[src/rtl/rank_filter_pkg.sv]
// Shared types and helpers for the rank filter: FSM state encoding and the
// counter/rank width function.
package rank_filter_pkg;

    typedef enum logic [1:0] {IDLE, LOAD, SORT, DONE} state_t;

    function automatic int cnt_w(input int n);
        return (n < 2) ? 1 : $clog2(n);
    endfunction

endpackage

[src/rtl/rank_filter_if.sv]
// Sample/result handshake bundle of the rank filter; the driver of frames
// uses master, the filter uses slave.
interface rank_filter_if #(
    parameter int WIDTH = 8,
    parameter int N     = 9
) ();
    localparam int RW = rank_filter_pkg::cnt_w(N);

    logic             DSI;
    logic [WIDTH-1:0] DI;
    logic [RW-1:0]    RANK;
    logic [WIDTH-1:0] DO;
    logic             DSO;
    logic             BUSY;

    modport master (output DSI, DI, RANK, input DO, DSO, BUSY);
    modport slave  (input DSI, DI, RANK, output DO, DSO, BUSY);
endinterface

[src/rtl/rank_filter_cmp_swap.sv]
// Unsigned compare-exchange cell: HI takes the larger operand, LO the smaller.
module cmp_swap #(
    parameter int WIDTH = 8
) (
    input  logic [WIDTH-1:0] A,
    input  logic [WIDTH-1:0] B,
    output logic [WIDTH-1:0] HI,
    output logic [WIDTH-1:0] LO
);
    logic a_ge_b;

    assign a_ge_b = (A >= B);
    assign HI     = a_ge_b ? A : B;
    assign LO     = a_ge_b ? B : A;
endmodule

[src/rtl/rank_filter.sv]
// Windowed rank-order filter: loads N samples, sorts them descending with an
// odd-even transposition network, and reports the sample at the latched rank.
module rank_filter
    import rank_filter_pkg::*;
#(
    parameter int WIDTH = 8,
    parameter int N     = 9
) (
    input  logic          CLK,
    input  logic          RST,
    rank_filter_if.slave  bus
);
    localparam int RW = cnt_w(N);
    localparam logic [RW-1:0] LAST = RW'(N - 1);
    localparam logic [RW-1:0] NCYC = RW'(N);
    localparam logic [RW-1:0] ONE  = RW'(1);

    if (N < 3 || N > 15 || (N % 2) == 0 || WIDTH < 1 || WIDTH > 16) begin : g_bad_param
        $fatal(1, "rank_filter: illegal WIDTH/N");
    end

    state_t           state;
    logic [WIDTH-1:0] samples  [N];
    logic [WIDTH-1:0] even_out [N];
    logic [WIDTH-1:0] odd_out  [N];
    logic [RW-1:0]    cnt;
    logic [RW-1:0]    scnt;
    logic [RW-1:0]    rank_lat;
    logic [WIDTH-1:0] dout;
    logic             dso;
    logic             busy;

    function automatic logic [RW-1:0] clamp_rank(input logic [RW-1:0] r);
        return (r >= NCYC) ? LAST : r;
    endfunction

    // Even pass pairs (0,1),(2,3)..; odd pass pairs (1,2),(3,4)..; N odd leaves one end untouched.
    for (genvar i = 0; i < N / 2; i++) begin : g_pair
        cmp_swap #(.WIDTH(WIDTH)) u_even (
            .A (samples[2*i]),   .B (samples[2*i+1]),
            .HI(even_out[2*i]),  .LO(even_out[2*i+1])
        );
        cmp_swap #(.WIDTH(WIDTH)) u_odd (
            .A (samples[2*i+1]), .B (samples[2*i+2]),
            .HI(odd_out[2*i+1]), .LO(odd_out[2*i+2])
        );
    end
    assign even_out[N-1] = samples[N-1];
    assign odd_out[0]    = samples[0];

    always_ff @(posedge CLK or posedge RST) begin
        if (RST) begin
            state    <= IDLE;
            cnt      <= '0;
            scnt     <= '0;
            rank_lat <= '0;
            dout     <= '0;
            dso      <= 1'b0;
            busy     <= 1'b0;
            for (int i = 0; i < N; i++) samples[i] <= '0;
        end else begin
            dso <= 1'b0;
            case (state)
                IDLE, DONE: begin
                    if (bus.DSI) begin
                        samples[0] <= bus.DI;
                        rank_lat   <= clamp_rank(bus.RANK);
                        cnt        <= ONE;
                        state      <= LOAD;
                        busy       <= 1'b1;
                    end else begin
                        state <= IDLE;
                        busy  <= 1'b0;
                    end
                end
                LOAD: begin
                    if (bus.DSI) begin
                        samples[cnt] <= bus.DI;
                        cnt          <= cnt + ONE;
                        if (cnt == LAST) begin
                            scnt  <= '0;
                            state <= SORT;
                        end
                    end else begin
                        state <= IDLE;
                        busy  <= 1'b0;
                    end
                end
                SORT: begin
                    // N passes guarantee a full sort; the extra cycle registers the result.
                    if (scnt == NCYC) begin
                        dout  <= samples[rank_lat];
                        dso   <= 1'b1;
                        busy  <= 1'b0;
                        state <= DONE;
                    end else begin
                        for (int i = 0; i < N; i++)
                            samples[i] <= scnt[0] ? odd_out[i] : even_out[i];
                        scnt <= scnt + ONE;
                    end
                end
                default: begin
                    state <= IDLE;
                    busy  <= 1'b0;
                end
            endcase
        end
    end

    assign bus.DO   = dout;
    assign bus.DSO  = dso;
    assign bus.BUSY = busy;
endmodule

[src/flat_wrapper.sv]
// flat-port wrapper written by rule: the top's interface ports become plain ports
module rank_filter_flat import rank_filter_pkg::*;
#(
    parameter int WIDTH = 8,
    parameter int N     = 9
)
  (CLK, RST, bus_DSI, bus_DI, bus_RANK, bus_DO, bus_DSO, bus_BUSY);
  rank_filter_if #(.WIDTH(WIDTH), .N(N)) bus_i ();
  input  logic CLK;
  input  logic RST;
  input wire logic [$bits(bus_i.DSI)-1:0] bus_DSI;
  input wire logic [$bits(bus_i.DI)-1:0] bus_DI;
  input wire logic [$bits(bus_i.RANK)-1:0] bus_RANK;
  output wire logic [$bits(bus_i.DO)-1:0] bus_DO;
  output wire logic [$bits(bus_i.DSO)-1:0] bus_DSO;
  output wire logic [$bits(bus_i.BUSY)-1:0] bus_BUSY;
  assign bus_i.DSI = bus_DSI;
  assign bus_i.DI = bus_DI;
  assign bus_i.RANK = bus_RANK;
  assign bus_DO = bus_i.DO;
  assign bus_DSO = bus_i.DSO;
  assign bus_BUSY = bus_i.BUSY;
  rank_filter #(.WIDTH(WIDTH), .N(N)) u_core (.CLK(CLK), .RST(RST), .bus(bus_i));
endmodule
[config.mk]
export PLATFORM = sky130hd
export DESIGN_NAME = rank_filter_flat
export DESIGN_NICKNAME = d
export VERILOG_FILES = /design/src/rtl/rank_filter_pkg.sv /design/src/rtl/rank_filter_if.sv /design/src/rtl/rank_filter_cmp_swap.sv /design/src/rtl/rank_filter.sv /design/src/flat_wrapper.sv
export SDC_FILE = /design/constraint.sdc
export NUM_CORES = 1
export LEC_CHECK = 0
export BUFFER_PORTS_ARGS = -buffer_cell sky130_fd_sc_hd__buf_2
export CAP_MARGIN = 30
export CORE_MARGIN = 5
export CORE_UTILIZATION = 42
export DETAILED_ROUTE_END_ITERATION = 12
export PLACE_DENSITY = 0.53
export RECOVER_POWER = 100
export SYNTH_ARGS = -nofsm -noshare
export SYNTH_HDL_FRONTEND = slang
export SYNTH_HIERARCHICAL = 1
export SYNTH_SLANG_ARGS = --single-unit
[constraint.sdc]
create_clock -name CLK -period 5.4 [get_ports CLK]
set_input_delay 0.27 -clock CLK [delete_from_list [all_inputs] [get_ports CLK]]
set_output_delay 0.27 -clock CLK [all_outputs]
set_load 0.005 [all_outputs]
==> impl_metrics.csv <==
group,metric,value,unit
global_route,grt_use_total,20.9,%
global_route,grt_pass1_vias,7086,
timing,maxSlewHeadroom,-45.2,%
critical_path,cp.arrival,4.28,ns
timing,period_needed,4.04,ns
timing,finalSetupTns,0,ns
drt,vias_per_cell,5.95,
critical_path,critPathRequiredTime,5.64,ns
synthesis,ys_types,60,
cts,clk_path_buf_depth,2,
timing,max_clock_freq,247,MHz
synthesis,syn_area_per_cell,10.6,µm²
hold_path,min_from,"bus_RANK[1]",
placement,placed_cell_area,9850,µm²
die,io_pins,25,
final_layout,final_util,44.8,%
run,cap_violations,3,
global_route,grt_use_met3,2.77,%
final_layout,nets,994,
global_route,gr-usage-met1,30.9,%
cts,post_cts_buffers,0,
placement,post-place-ws,2.05,ns
cts,cts_buffers,9,
synthesis,ys_seq_elements,96,
cts,cts_resized,0,
synthesis,ys_warn_count,6,
placement,port_buffers,24,
cts,cts_root_buffer,"clkbuf_16",
timing,drv_slew,149,
die,core_area,22600,µm²
power,power.leakage,4.50,nW
die,die_area,26200,µm²
synthesis,ys_seq_area_share,24.8,%
synthesis,synthArstFlopShare,100,%
timing,fin_worst_skew,0.0134,ns
final_layout,areaGrowthSynthToFinish,4.72,%
global_route,grt_max_degree,62,
drt,wire_per_inst,22.6,µm
status,failed_checks,"capacitance limit, slew limit",
timing,fin_crit_sh,74.9,%
drt,drt_first_pass_iters,6,
status,status,"finished with violations",
cts,cts.clk_slew.worst_paths,0.09,ns
cts,tritoncts,"yes",
hold_path,hp-class,"primary input to flop",
global_route,grt_overflow_total,0,
synthesis,synth-edff-count,0,
cts,hold_buffers,0,
global_route,grt_pass1_wl,43300,µm
timing,worst_slack,1.36,ns
drt,first_iter_violations,471,
global_route,busiest_layer,"met2",
global_route,antenna_found_initial,0,
placement,placed_cells,1179,
cts,cts_sinks,96,
final_layout,n_fill_cell,2128,
die,start_util,42.8,%
drt,drc_errors,0,
placement,hpwlAfterDp,18600,µm
power,powerDensity,609,nW/µm²
critical_path,r2r_start,"u_core/state[0]",
timing,finalHoldViolCount,0,
cts,h-tree-depth,3,
die,fp-row-count,55,
critical_path,critical_path.startpoint,"u_core/state[0]",
critical_path,critPathLaunchType,"flop",
die,die_w,162,µm
synthesis,synth_nets,998,
timing,max_slew.worst_pin.slew,2.17,ns
final_layout,stdcell_count,1197,
critical_path,crit_type,"flop to flop",
synthesis,syn_inst,911,
drt,wl,27100,µm
drt,vias,7126,
final_layout,n_antenna_cell,0,
power,ir_drop,248,µV
synthesis,synth_flop_cell,"dfrtp_1",
final_layout,fin_area,10100,µm²
die,die_h,162,µm
final_layout,drive_gt1_share,31.0,%
global_route,met2_usage,31.1,%
timing,setup_viol,0,
drt,ant_nets,0,
timing,rsz0062_at_grt,"false",
placement,gp_congestion,0.805,
cts,clk_latency,0.36,ns
critical_path,end_kind,"flop",
synthesis,syn_area,9680,µm²
critical_path,path_max_fanout,49,
-- cell families after synthesis --
group / count (synthesis) / synth area share (%)
and+or+nand+nor: 123 / 8.23
AOI/OAI and AO/OA: 266 / 19.9
adders and majority gates: 72 / 9.30
DFF: 96 / 24.8
buffers and inverters: 141 / 8.02
muxes: 213 / 29.7
-- per-layer routing --
metal	wire length, µm	up-vias	part of all wire, %
met3	1000	33	3.7
met1	13300	3537	49
met2	11800	162	44
met5	0	-	0
met4	923	0	3.4
li1	-	3394	-
-- stage by stage --
stage	power, mW	hold slack [ns]
5_1_grt	6.59	0.183
3_5_place_dp	5.41	0.403
2_1_floorplan	4.86	0.418
3_3_place_gp	5.29	0.401
6_report	6.17	0.165
4_1_cts	6.15	0.00948
-- area by class of cell --
type / instances / area (µm²) / area share, %
timing repair buffer: 39 / 260 / 2.57
clock buffer: 9 / 225 / 2.22
clock inverter: 7 / 83.8 / 0.827
sequential: 96 / 2400 / 23.7
tap: 285 / 357 / 3.52
multi-input combinational: 674 / 6480 / 63.9
inverter: 87 / 330 / 3.26
-- cells in the final DEF, fill, tap and decap left out, types with 15 or more instances in the layout --
cell type and instances:
a21oi_1 31, a22oi_1 86, buf_2 15, dfrtp_1 95
ha_1 72, inv_1 85, mux2_2 101, mux2_4 81
mux4_2 16, nand2_1 38, nor2_1 25, o21ai_0 78
-- state kept, by name, summed over array words and instances (netlist names) --
name and count:
u_core/bus.DO 8, u_core/odd_out 8, u_core/bus.DSO 1, u_core/rank_lat 4, u_core/cnt 4, u_core/scnt 4
u_core/even_out 8, u_core/state 2, u_core/bus.BUSY 1, u_core/samples 56
-- cell usage after synthesis (16+ instances only) --
cell / count / area share (%)
inv_1: 86 / 3.3
nor2_1: 25 / 0.97
mux2_2: 101 / 12
o21ai_1: 22 / 1.1
ha_1: 72 / 9.3
a22oi_1: 86 / 6.7
mux4_2: 16 / 3.7
o21ai_0: 58 / 3.0
nand2_1: 38 / 1.5
mux2_4: 81 / 13
dfrtp_1: 96 / 25
buf_2: 17 / 0.88
a21oi_1: 29 / 1.5
-- path summary, 6_finish.rpt --
kind | cells past startpoint | end | slack, ns
worst min register to register | 2 | u_core/rank_lat[0] | 0.49
min in group asynchronous | 2 | u_core/samples[36] | 0.47
worst min-delay path | 3 | u_core/rank_lat[1] | 0.16
worst max register to register | 7 | u_core/samples[15] | 1.36
max in group asynchronous | 3 | u_core/scnt[0] | 2.51
worst max-delay path | 7 | u_core/samples[15] | 1.36
-- critical path: stages (launching register included) --
cell and delay [ns]:
dfrtp_1 0.40, inv_1 0.06, ha_1 1.55, buf_4 0.71, mux2i_4 0.26, nor2_1 0.34, o21ai_0 0.32, o2bb2ai_1 0.27
-- report_power, final --
group	switching [mW]	internal, mW
sequential	0.489	0.897
combinational	1.74	2.34
clock	0.339	0.371
No activity file was read; power rests on OpenSTA's default activity.
